==> config.mk <==
export PLATFORM = sky130hd
export DESIGN_NAME = addsub_rr_scheduler
export DESIGN_NICKNAME = d
export VERILOG_FILES = /design/src/rtl/addsub_rr_scheduler.sv
export SDC_FILE = /design/constraint.sdc
export NUM_CORES = 1
export LEC_CHECK = 0
export BUFFER_PORTS_ARGS = -buffer_cell sky130_fd_sc_hd__buf_2
export CAP_MARGIN = 20
export CORE_ASPECT_RATIO = 1.2
export CORE_MARGIN = 3
export CORE_UTILIZATION = 48
export CTS_CLUSTER_DIAMETER = 120
export DETAILED_ROUTE_END_ITERATION = 16
export PLACE_DENSITY = 0.84
export SKIP_CTS_REPAIR_TIMING = 1
export SKIP_LAST_GASP = 1
export SLEW_MARGIN = 20
export SYNTH_ARGS = -nofsm -noshare
export SYNTH_HDL_FRONTEND = slang
export SYNTH_SLANG_ARGS = --single-unit
export TNS_END_PERCENT = 10
==> constraint.sdc <==
create_clock -name clk -period 2.75 [get_ports clk]
set_clock_uncertainty 0.2 [all_clocks]
set_input_delay 0.275 -clock clk [delete_from_list [all_inputs] [get_ports clk]]
set_output_delay 0.275 -clock clk [all_outputs]
set_load 0.005 [all_outputs]
==> src/rtl/addsub_rr_scheduler.sv <==
// Round-robin scheduler that time-shares one external adder/subtractor among NREQ requesters.
// Requests are served one at a time: grant (IDLE), datapath evaluate (EXEC), response hold (RESP).
`timescale 1ns/1ps
module addsub_rr_scheduler #(
  parameter int unsigned WIDTH = 4,
  parameter int unsigned NREQ  = 4,
  parameter int unsigned IDW   = 2
) (
  input  logic                  clk,
  input  logic                  rst_n,
  input  logic [NREQ-1:0]       req_valid,
  input  logic [NREQ*WIDTH-1:0] req_a,
  input  logic [NREQ*WIDTH-1:0] req_b,
  input  logic [NREQ-1:0]       req_ctrl,
  output logic [NREQ-1:0]       req_ready,
  output logic [WIDTH-1:0]      dp_a,
  output logic [WIDTH-1:0]      dp_b,
  output logic                  dp_ctrl,
  input  logic [WIDTH-1:0]      dp_answer,
  input  logic                  dp_overflow,
  output logic                  rsp_valid,
  input  logic                  rsp_ready,
  output logic [IDW-1:0]        rsp_id,
  output logic [WIDTH-1:0]      rsp_answer,
  output logic                  rsp_overflow
);

  typedef enum logic [1:0] {IDLE, EXEC, RESP} state_e;

  state_e           state_q, state_d;
  logic [IDW-1:0]   last_grant_q, last_grant_d;
  logic [WIDTH-1:0] op_a_q, op_a_d;
  logic [WIDTH-1:0] op_b_q, op_b_d;
  logic             op_ctrl_q, op_ctrl_d;
  logic [IDW-1:0]   op_id_q, op_id_d;
  logic             rsp_valid_q, rsp_valid_d;
  logic [IDW-1:0]   rsp_id_q, rsp_id_d;
  logic [WIDTH-1:0] rsp_answer_q, rsp_answer_d;
  logic             rsp_overflow_q, rsp_overflow_d;

  logic             found_hi, found_lo;
  logic [IDW-1:0]   idx_hi, idx_lo;
  logic             grant_vld;
  logic [IDW-1:0]   grant_idx;
  logic [WIDTH-1:0] sel_a, sel_b;
  logic             sel_ctrl;

  // Round-robin pick: first valid index above last_grant, else lowest valid index (wrap).
  always_comb begin : arbiter
    found_hi = 1'b0;
    found_lo = 1'b0;
    idx_hi   = '0;
    idx_lo   = '0;
    sel_a    = '0;
    sel_b    = '0;
    sel_ctrl = 1'b0;
    for (int i = 0; i < int'(NREQ); i++) begin
      if (req_valid[i] && !found_lo) begin
        found_lo = 1'b1;
        idx_lo   = IDW'(i);
      end
      if (req_valid[i] && !found_hi && (IDW'(i) > last_grant_q)) begin
        found_hi = 1'b1;
        idx_hi   = IDW'(i);
      end
    end
    grant_vld = found_lo;
    grant_idx = found_hi ? idx_hi : idx_lo;
    for (int i = 0; i < int'(NREQ); i++) begin
      if (grant_idx == IDW'(i)) begin
        sel_a    = req_a[i*int'(WIDTH) +: WIDTH];
        sel_b    = req_b[i*int'(WIDTH) +: WIDTH];
        sel_ctrl = req_ctrl[i];
      end
    end
  end

  // Grant is combinational and forced low while reset is asserted.
  always_comb begin : ready_gen
    req_ready = '0;
    if ((state_q == IDLE) && grant_vld && rst_n) begin
      req_ready = NREQ'(1) << grant_idx;
    end
  end

  always_comb begin : next_state
    state_d        = state_q;
    last_grant_d   = last_grant_q;
    op_a_d         = op_a_q;
    op_b_d         = op_b_q;
    op_ctrl_d      = op_ctrl_q;
    op_id_d        = op_id_q;
    rsp_valid_d    = rsp_valid_q;
    rsp_id_d       = rsp_id_q;
    rsp_answer_d   = rsp_answer_q;
    rsp_overflow_d = rsp_overflow_q;
    unique case (state_q)
      IDLE: begin
        if (grant_vld) begin
          op_a_d       = sel_a;
          op_b_d       = sel_b;
          op_ctrl_d    = sel_ctrl;
          op_id_d      = grant_idx;
          last_grant_d = grant_idx;
          state_d      = EXEC;
        end
      end
      EXEC: begin
        rsp_answer_d   = dp_answer;
        rsp_overflow_d = dp_overflow;
        rsp_id_d       = op_id_q;
        rsp_valid_d    = 1'b1;
        state_d        = RESP;
      end
      RESP: begin
        if (rsp_ready) begin
          rsp_valid_d = 1'b0;
          state_d     = IDLE;
        end
      end
      default: state_d = IDLE;
    endcase
  end

  always_ff @(posedge clk or negedge rst_n) begin
    if (!rst_n) begin
      state_q        <= IDLE;
      last_grant_q   <= IDW'(NREQ - 1);
      op_a_q         <= '0;
      op_b_q         <= '0;
      op_ctrl_q      <= 1'b0;
      op_id_q        <= '0;
      rsp_valid_q    <= 1'b0;
      rsp_id_q       <= '0;
      rsp_answer_q   <= '0;
      rsp_overflow_q <= 1'b0;
    end else begin
      state_q        <= state_d;
      last_grant_q   <= last_grant_d;
      op_a_q         <= op_a_d;
      op_b_q         <= op_b_d;
      op_ctrl_q      <= op_ctrl_d;
      op_id_q        <= op_id_d;
      rsp_valid_q    <= rsp_valid_d;
      rsp_id_q       <= rsp_id_d;
      rsp_answer_q   <= rsp_answer_d;
      rsp_overflow_q <= rsp_overflow_d;
    end
  end

  assign dp_a         = op_a_q;
  assign dp_b         = op_b_q;
  assign dp_ctrl      = op_ctrl_q;
  assign rsp_valid    = rsp_valid_q;
  assign rsp_id       = rsp_id_q;
  assign rsp_answer   = rsp_answer_q;
  assign rsp_overflow = rsp_overflow_q;

endmodule
* Word-level counts from Yosys, hierarchy flattened *
Index checks and enable logic that the tools add are counted.

storage, ports and cells
  bits in registers = 23
  latch bits = 0
  RAM bits = 0
  ROM bits = 0
  output and inout bits = 21
  logic and storage cells = 79
  memories kept = 0

operators by class
  add/subtract/negate cells = 0
  $mul = 0
  divide/modulo/power cells = 0
  $lt $le $gt $ge = 4
  equality and inequality tests = 7
  shifts and indexed selects = 1
  mux-type cells = 33
  bitwise logic cells = 0
  reductions and logical operators = 24

operator list
  kind                                                 count
  two-way mux 4 bit                                    9
  two-way mux 1 bit                                    15
  two-way mux 2 bit                                    7
  logical AND 1 bit                                    12
  equality test 2 bit, second input constant           3
  logical NOT 1 bit                                    6
  case mux 2 bit (3 select lines)                      1
  AND reduction 2 bit                                  3
  equality test 2 x 1 -> 1 bit, second input constant  2
  > comparator 1 x 2 -> 1 bit, first input constant    2
  > comparator 2 bit, first input constant             2
  logical NOT 2 bit                                    2
  inequality test 2 bit, second input constant         2
  << shifter 1 x 2 -> 4 bit, first input constant      1
  case mux 1 bit (2 select lines)                      1
  nonzero test 2 bit                                   1

* Logic depth before layout (Yosys ltp) *
Gate-level depths: netlist of run 1.

  depth in word-level cells = 21
  depth in mapped cells = 7

* Worst setup path after synthesis of run 1 *
No wires, ideal clock.

  kind = register to output
  start = reg last_grant_q[0]
  end = out req_ready[2]
  arrival = 1.395 ns
  data required time = 2.275 ns
  slack = 0.880 ns
  cell stages (with the launch flop) = 7
  buffers on the path = 1
  cell sequence = dfstp_2 > nand2b_1 > a21oi_1 > nor3_2 > buf_2 > nand3_1 > nor2b_1

on the way
  cells in the longest elaborated chain, start to end = 18
  elaborated cells on any way between the ends = 24
  those cells by class = 4 x order compare; 1 x shift; 9 x mux; 10 x reduce/logical

RTL lines
  item                                                           RTL line  source
  from (decl)                                                    31        logic [IDW-1:0] last_grant_q, last_grant_d;
  from (signal assigned)                                         128       last_grant_q <= IDW'(NREQ - 1);
  from (signal assigned)                                         139       last_grant_q <= last_grant_d;
  > comparator 1 x 2 -> 1 bit                                    62        if (req_valid[i] && !found_hi && (IDW'(i) > last_grant_q)) begin
  logical AND 1 bit                                              62
  two-way mux 1 bit                                              62
  logical NOT 1 bit                                              62
  logical AND 1 bit (2 in series)                                62
  two-way mux 1 bit                                              62
  logical NOT 1 bit                                              62
  logical AND 1 bit (2 in series)                                62
  two-way mux 1 bit                                              62
  logical NOT 1 bit                                              62
  logical AND 1 bit (2 in series)                                62
  two-way mux 2 bit / two-way mux 1 bit (equally long branches)  62
  two-way mux 2 bit (*)                                          68        grant_idx = found_hi ? idx_hi : idx_lo;
  << shifter 1 x 2 -> 4 bit (*)                                  82        req_ready = NREQ'(1) << grant_idx;
  two-way mux 4 bit (*)                                          81        if ((state_q == IDLE) && grant_vld && rst_n) begin
  to (decl)                                                      15        output logic [NREQ-1:0] req_ready,

Every way passes the cells marked *; elsewhere a longest branch is shown, timed or not.

* Worst setup path in the final report of run 1 *
  start = reg last_grant_q[1]
  end = out req_ready[3]

Same word-level chain as after synthesis.

==> impl_metrics.yaml, run 1 <==
status:
  status: "complete, no violations"
grt:
  grt_pass1_wl_um: 5710
  grt.overflow.total: 0
  antenna_found_initial: 0
  grt_max_degree: 23
  grt_pass1_vias: 1374
  grtUsageTotal_pct: 22.2
setup_path:
  crit_path_max_incr_delay_ns: 0.63
  crit_chain: "nor2b_2 > o21ai_2 > nor2_1 > and3_1 > buf_2"
  crit_fanout: 10
  crit_slowest_cell: "dfstp_2"
  arrival_ns: 1.98
  end_kind: "output port"
  crit_required_ns: 2.28
  regToRegStartpoint: "last_grant_q[1]"
  crit_type: "register to output port"
  cp_num_buf_inv: 1
  startpoint_type: "register"
  critPathTopFamily: "simple AND/OR/NAND/NOR gates"
  critPathLaunch: "last_grant_q[1]"
final_layout:
  stdcell_count: 239
  nNetsFinal: 255
  final_util_pct: 68.5
  regArea_um2: 578
  n_fill_cell: 215
  multi_input_area_um2: 677
  diodes: 0
  areaGrowthSynthToFinish_pct: 33.4
  fin_area_um2: 1770
  drive_above_1_share_pct: 45.1
detailed_routing:
  drc: 0
  first_pass_iters: 4
  vias_per_cell: 5.96
  drt-total-wl_um: 3700
  vias: 1425
  ant_nets: 0
  first_iter_violations: 49
  wl_per_cell_um: 15.5
cts:
  cts_sinks: 23
  h-tree-depth: 1
  cts_buffers: 3
  cts_max_path_buffers: 2
  cts_tree: "built"
  cts_root_buf: "clkbuf_4"
  path_clk_slew_ns: 0.13
  clkLatencyLatePin_ns: 0.32
timing:
  tightest_slew_ns: 0.662
  relSlewSlack_pct: 55.8
  fin_crit_sh_pct: 89.1
  setup_viol: 0
  setup_tns_ns: 0
  rsz0062_at_grt: "false"
  drv_slew: 0
  hold_violations: 0
  period_needed_ns: 2.45
  fmax_ghz: 0.408
die:
  die_h_um: 63.5
  io_pins: 69
  start_util_pct: 51.4
  dieArea_um2: 3430
  fp-row-count: 20
  die_x_um: 53.9
  core_um2: 2580
synthesis:
  syn_nets: 181
  synthesis.instances: 133
  yosysWarnings: 0
  avgSynthCellArea_um2: 9.95
  synth_seq_area_share_pct: 43.7
  yosys_register_bits: 23
  synthesis.area_um2: 1320
  yosys.cell_types.count: 32
pwr:
  ir_drop_uv: 540
  leakage_nw: 0.842
  finalPower_mw: 1.74
  power_density_nw_per_um2: 988
place:
  placed_area_um2: 1680
  io_buffers: 68
  dpl.cell_count: 229
  globalplace.congestion: 0.758
  hpwl_um: 2810
flow_run:
  cap_violations: 0
hold_path:
  hp-class: "input port to register"
  hp-start: "req_a[4]"
## sequential cells by signal, indices dropped and copies added, names as in the netlist
signal	flops
dp_ctrl	1
dp_b	4
last_grant_q	2
rsp_valid	1
rsp_answer	4
state_q	2
rsp_overflow	1
rsp_id	2
dp_a	4
op_id_q	2
## final cells by class
cell class / instances / area share [%]
Sequential cell: 23 / 32.7
Tap cell: 33 / 2.34
Clock inverter: 1 / 0.283
Inverter: 5 / 1.06
Clock buffer: 3 / 1.28
Multi-Input combinational cell: 97 / 38.3
Timing Repair Buffer: 77 / 24.0
## worst register-to-register path, stage by stage (launching register included)
cell	delay, ns
dfstp_2	0.63
inv_1	0.14
a211oi_4	0.33
or2_1	0.36
o22ai_1	0.13
a221oi_1	0.29
## metrics by stage
| step | hold WS [ns] | worst slack [ns] |
|---|---|---|
| after CTS | -0.376 | 0.321 |
| final | 0.0506 | 0.299 |
| after global routing | 0.0540 | 0.165 |
| after detailed placement | -0.0248 | 0.605 |
| after global placement | -0.0287 | 0.684 |
| after floorplan | -0.221 | 0.880 |
## metal layers
layer | wire length, um | global-route usage (%)
met4 | 78 | 9.90
met3 | 389 | 3.78
met5 | 0 | 0
met2 | 1810 | 38.5
met1 | 1420 | 25.4
## report_power, final
group | switching, mW | total, mW | internal (mW)
registers | 0.125 | 0.650 | 0.525
clock network | 0.107 | 0.161 | 0.0545
logic | 0.495 | 0.933 | 0.438
total | 0.726 | 1.74 | 1.02
## cell usage after synthesis
master,n,area [um2]
a211oi_4,1,20.0
a21o_1,3,22.5
a21oi_1,7,35.0
a221oi_1,14,123
a311oi_1,1,8.76
a32o_1,1,10.0
and3_1,2,12.5
buf_2,4,20.0
buf_6,2,22.5
clkbuf_1,2,7.51
dfrtp_1,21,526
dfstp_2,2,52.6
inv_1,5,18.8
mux2_2,7,78.8
nand2_1,5,18.8
nand2b_1,3,18.8
nand2b_4,1,13.8
nand3_1,1,5.00
nor2_1,13,48.8
nor2_2,2,12.5
nor2b_1,2,12.5
nor2b_2,1,8.76
nor3_1,1,5.00
nor3_2,1,10.0
o21ai_0,9,45.0
o21ai_1,3,15.0
o21ai_2,2,17.5
o221ai_1,4,35.0
o221ai_2,1,15.0
o22ai_1,6,37.5
o2bb2ai_1,4,35.0
or2_1,2,12.5
## logic make-up after synthesis
group / share of synthesized area, %
compound gates: 31.7
simple gates: 13.5
flops: 43.7
buf+inv: 5.20
mux: 5.95
## final timing paths
| check | end | slack [ns] | depth (start not counted) |
|---|---|---|---|
| setup / recovery | req_ready[3] | 0.30 | 5 |
| hold / removal | dp_a[0] | 0.05 | 3 |
| setup reg to reg | dp_a[2] | 0.59 | 5 |
| hold reg to reg | op_id_q[1] | 0.30 | 1 |
| max in group asynchronous | last_grant_q[1] | 1.64 | 3 |
| min in group asynchronous | rsp_answer[1] | 0.14 | 2 |
## placed cells by master (no fill, tap or decap), types with 4 or more instances in the layout
master          n
a21oi_1         7
a221oi_1       14
buf_2          68
dfrtp_1        21
dlygate4sd3_1   6
inv_1           5
mux2_2          7
nand2_1         5
nor2_1         13
o21ai_0         9
o221ai_1        4
o22ai_1         6
o2bb2ai_1       4
Note: power is estimated with default switching activity, not from simulation.
==> run 2: changes to the inputs <==
PLACE_DENSITY = 0.95   (was 0.84)
SETUP_SLACK_MARGIN = 0.05   (was unset)
SLEW_MARGIN = 5   (was 20)
==> run 2 against run 1 <==
Net effect: setup slack got worse by 0.039 ns; die area did not move; sequential power fell by 0.9%; sequential share of layout area fell by 0.12 points; critical path type unchanged; sequential cell count did not move; power rose by 0.29%; largest power group unchanged; utilization rose by 0.24 points; non-clock buffer count did not move.
==> impl_metrics.yaml, run 2 (synthesized netlist as in run 1, its figures left out) <==
hold_path:
  min_path_cells: 3
  min_to: "dp_a[1]"
  hp-class: "input port to register"
  hp-start: "req_a[5]"
cts:
  h-tree-depth: 1
  cts_buffers: 3
  cts_max_path_buffers: 2
  clkLatencyLatePin_ns: 0.31
  path_clk_slew_ns: 0.13
  cts_root_buf: "clkbuf_4"
  cts_tree: "built"
  cts_sinks: 23
final_layout:
  layout_commonest_cell: "buf_2"
  final_util_pct: 68.7
  areaGrowthSynthToFinish_pct: 33.8
  fin_area_um2: 1770
  nNetsFinal: 255
  diodes: 0
  drive_above_1_share_pct: 45.1
  final_cell_mix: "buf_2, dfrtp_1, a221oi_1"
timing:
  fmax_ghz: 0.402
  period_needed_ns: 2.49
  fin_crit_sh_pct: 90.5
  whs_ns: 0.0558
  rsz0062_at_grt: "false"
  hold_violations: 0
  drv_slew: 0
  relSlewSlack_pct: 55.1
  setup_tns_ns: 0
  setup_viol: 0
  tightest_slew_ns: 0.672
grt:
  grt.overflow.total: 0
  grt_max_degree: 23
  antenna_found_initial: 0
  grt_pass1_wl_um: 5950
  grtUsageTotal_pct: 23.1
  grt_pass1_vias: 1375
die:
  fp-row-count: 20
  dieArea_um2: 3430
  start_util_pct: 51.4
  io_pins: 69
  die_x_um: 53.9
  core_um2: 2580
  die_h_um: 63.5
detailed_routing:
  vias: 1416
  ant_nets: 0
  first_iter_violations: 46
  vias_per_cell: 5.92
  drc: 0
  wl_per_cell_um: 16.5
  first_pass_iters: 5
  drt-total-wl_um: 3930
place:
  globalplace.congestion: 0.784
  io_buffers: 68
  placed_area_um2: 1680
  hpwl_um: 3030
setup_path:
  end_kind: "output port"
  rr_worst_depth: 5
  startpoint_type: "register"
  r2r-end: "dp_b[3]"
  crit_fanout: 10
  crit_path_max_incr_delay_ns: 0.63
  crit_type: "register to output port"
  crit_chain: "nor2b_2 > o21ai_2 > nor2_1 > and3_1 > buf_2"
  r2r_setup_slack_ns: 0.54
  crit_required_ns: 2.28
  arrival_ns: 2.01
  crit_slowest_cell: "dfstp_2"
  regToRegStartpoint: "last_grant_q[1]"
status:
  status: "complete, no violations"
pwr:
  power_density_nw_per_um2: 987
  leakage_nw: 0.843
  finalPower_mw: 1.75
  ir_drop_uv: 553
flow_run:
  cap_violations: 0
-- run 2: cell count changes in the layout (fill, tap and decap cells not counted) --
cell    delta
nor3_4     +1
nor3_2     -1
-- run 2: worst max-delay path: cells and delay by family, from the launching register on --
| family | cells | cell delay (ns) |
|---|---|---|
| AO/OA/AOI/OAI | 1 | 0.12 |
| buffers and inverters | 1 | 0.11 |
| flip-flops | 1 | 0.63 |
| AND/OR/NAND/NOR | 3 | 0.84 |
-- run 2: power breakdown --
part           internal (mW)  switching, mW  leakage [nW]  total (mW)
registers              0.525          0.120         0.270       0.644
logic                  0.442          0.504         0.556       0.946
clock network         0.0545          0.104        0.0177       0.159
total                   1.02          0.728         0.843        1.75
-- run 2: worst max-delay path by stage --
stage / from / to / slack (ns) / depth (start not counted)
finish: last_grant_q[1] / req_ready[3] / 0.26 / 5
global route: state_q[1] / req_ready[2] / 0.12 / 6
CTS: last_grant_q[0] / req_ready[2] / 0.19 / 6
detailed placement: last_grant_q[0] / req_ready[2] / 0.53 / 6
global placement: last_grant_q[0] / dp_a[2] / 0.62 / 6
floorplan: last_grant_q[0] / req_ready[2] / 0.88 / 6
-- run 2: final cells by class --
class | instances | area [um2]
clock buffer | 3 | 22.5
tap | 33 | 41.3
fill | 226 | 806
clock inverter | 1 | 5.00
sequential | 23 | 578
timing repair buffer | 77 | 423
inverter | 5 | 18.8
multi-input combinational | 97 | 683
-- run 2: metrics by stage --
stage,worst slack [ns],cells
global placement,0.623,229
CTS,0.189,233
global route,0.116,239
finish,0.261,239
detailed placement,0.530,229
floorplan,0.880,133
-- run 2: metal layers --
metal | share of wire (%) | up-vias | global-route usage (%)
li1 | - | 660 | -
met1 | 36 | 659 | 26.9
met2 | 53 | 87 | 39.2
met3 | 8.2 | 10 | 4.49
met4 | 2.3 | 0 | 9.90
met5 | 0 | - | 0
==> run 3: changes to the inputs <==
CORE_UTILIZATION = 35   (was 48)
PLACE_DENSITY = 0.76   (was 0.95)
==> run 3 against run 2 <==
Net effect: sequential cell count unchanged; sequential share of layout area increased by 0.30 points; die area up 33%; sequential power hardly changed.
==> impl_metrics.yaml, run 3 (synthesized netlist as in run 1, its figures left out) <==
timing:
  tightest_slew_ns: 0.682
  setup_viol: 0
  whs_ns: 0.0362
  relSlewSlack_pct: 54.4
  setup_tns_ns: 0
  period_needed_ns: 2.52
  hold_violations: 0
  fin_crit_sh_pct: 91.5
  drv_slew: 0
  fmax_ghz: 0.397
  rsz0062_at_grt: "false"
cts:
  path_clk_slew_ns: 0.08
  cts_max_path_buffers: 2
  cts_sinks: 23
  cts_tree: "built"
  cts_buffers: 3
  clkLatencyLatePin_ns: 0.27
  cts_root_buf: "clkbuf_8"
  h-tree-depth: 1
grt:
  grt.overflow.total: 0
  grtUsageTotal_pct: 17.2
  antenna_found_initial: 0
  grt_max_degree: 23
  grt_pass1_wl_um: 6180
  grt_pass1_vias: 1367
flow_run:
  cap_violations: 0
final_layout:
  areaGrowthSynthToFinish_pct: 32.6
  nNetsFinal: 250
  layout_commonest_cell: "buf_2"
  n_fill_cell: 339
  diodes: 0
  final_cell_mix: "buf_2, dfrtp_1, a221oi_1"
  drive_above_1_share_pct: 46.3
setup_path:
  r2r-end: "dp_b[3]"
  r2r_setup_slack_ns: 0.49
  regToRegStartpoint: "last_grant_q[0]"
  crit_fanout: 7
  rr_worst_depth: 6
  end_kind: "output port"
  crit_required_ns: 2.28
  startpoint_type: "register"
  crit_type: "register to output port"
  arrival_ns: 2.04
detailed_routing:
  first_pass_iters: 4
  drc: 0
  drt-total-wl_um: 3830
  first_iter_violations: 25
  ant_nets: 0
  wl_per_cell_um: 15.2
  vias: 1354
  vias_per_cell: 5.39
place:
  hpwl_um: 2880
  io_buffers: 68
  globalplace.congestion: 0.877
die:
  io_pins: 69
  start_util_pct: 38.0
  fp-row-count: 23
  core_um2: 3480
  die_x_um: 62.1
  die_h_um: 73.4
  dieArea_um2: 4560
pwr:
  leakage_nw: 0.829
  ir_drop_uv: 340
  power_density_nw_per_um2: 1010
  finalPower_mw: 1.78
hold_path:
  min_path_cells: 2
  hp-class: "input port to register"
  hp-start: "dp_answer[3]"
  min_to: "rsp_answer[3]"
status:
  status: "complete, no violations"
==> run 3: worst max-delay path: stages (launching register included) <==
cell,delay [ns]
dfstp_2,0.61
nand2b_1,0.19
a21oi_1,0.10
nor3_2,0.45
nand3_1,0.18
nor2b_1,0.13
buf_2,0.12
==> run 3: routing by layer <==
metal  vias up  part of all wire [%]  wire, um  global-route usage (%)
li1        644                     -         -                       -
met1       625                    39      1480                    19.2
met2        75                    51      1940                    31.0
met3        10                   8.4       321                    3.98
met4         0                   2.1        79                    8.85
met5         -                     0         0                       0
==> run 3: power breakdown <==
| group | switching [mW] | internal (mW) |
|---|---|---|
| sequential | 0.116 | 0.526 |
| combinational | 0.485 | 0.434 |
| clock | 0.114 | 0.101 |
| total | 0.715 | 1.06 |
==> run 3: final cells by class <==
cell class / count / area (um2) / area share [%]
Clock buffer: 3 / 41.3 / 2.35
Clock inverter: 1 / 5.00 / 0.285
Inverter: 5 / 18.8 / 1.07
Multi-Input combinational cell: 97 / 677 / 38.6
Sequential cell: 23 / 578 / 32.9
Tap cell: 50 / 62.6 / 3.56
Timing Repair Buffer: 72 / 373 / 21.2
==> run 3: worst max path at each step <==
stage                          from      endpoint  slack (ns)
detailed placement  last_grant_q[0]       dp_b[0]        0.51
CTS                 last_grant_q[0]  req_ready[2]        0.24
finish              last_grant_q[0]  req_ready[2]        0.23
floorplan           last_grant_q[0]  req_ready[2]        0.88
global placement    last_grant_q[0]       dp_b[0]        0.58
global route        last_grant_q[0]  req_ready[2]        0.11
==> run 3: through the flow <==
stage,std cells,setup WS [ns],utilization [%],area (um2)
after global placement,246,0.579,48.8,1700
after detailed placement,246,0.513,48.8,1700
after global routing,251,0.111,50.4,1760
final,251,0.232,50.4,1760
after CTS,250,0.244,50.1,1750
after floorplan,133,0.880,-,1320
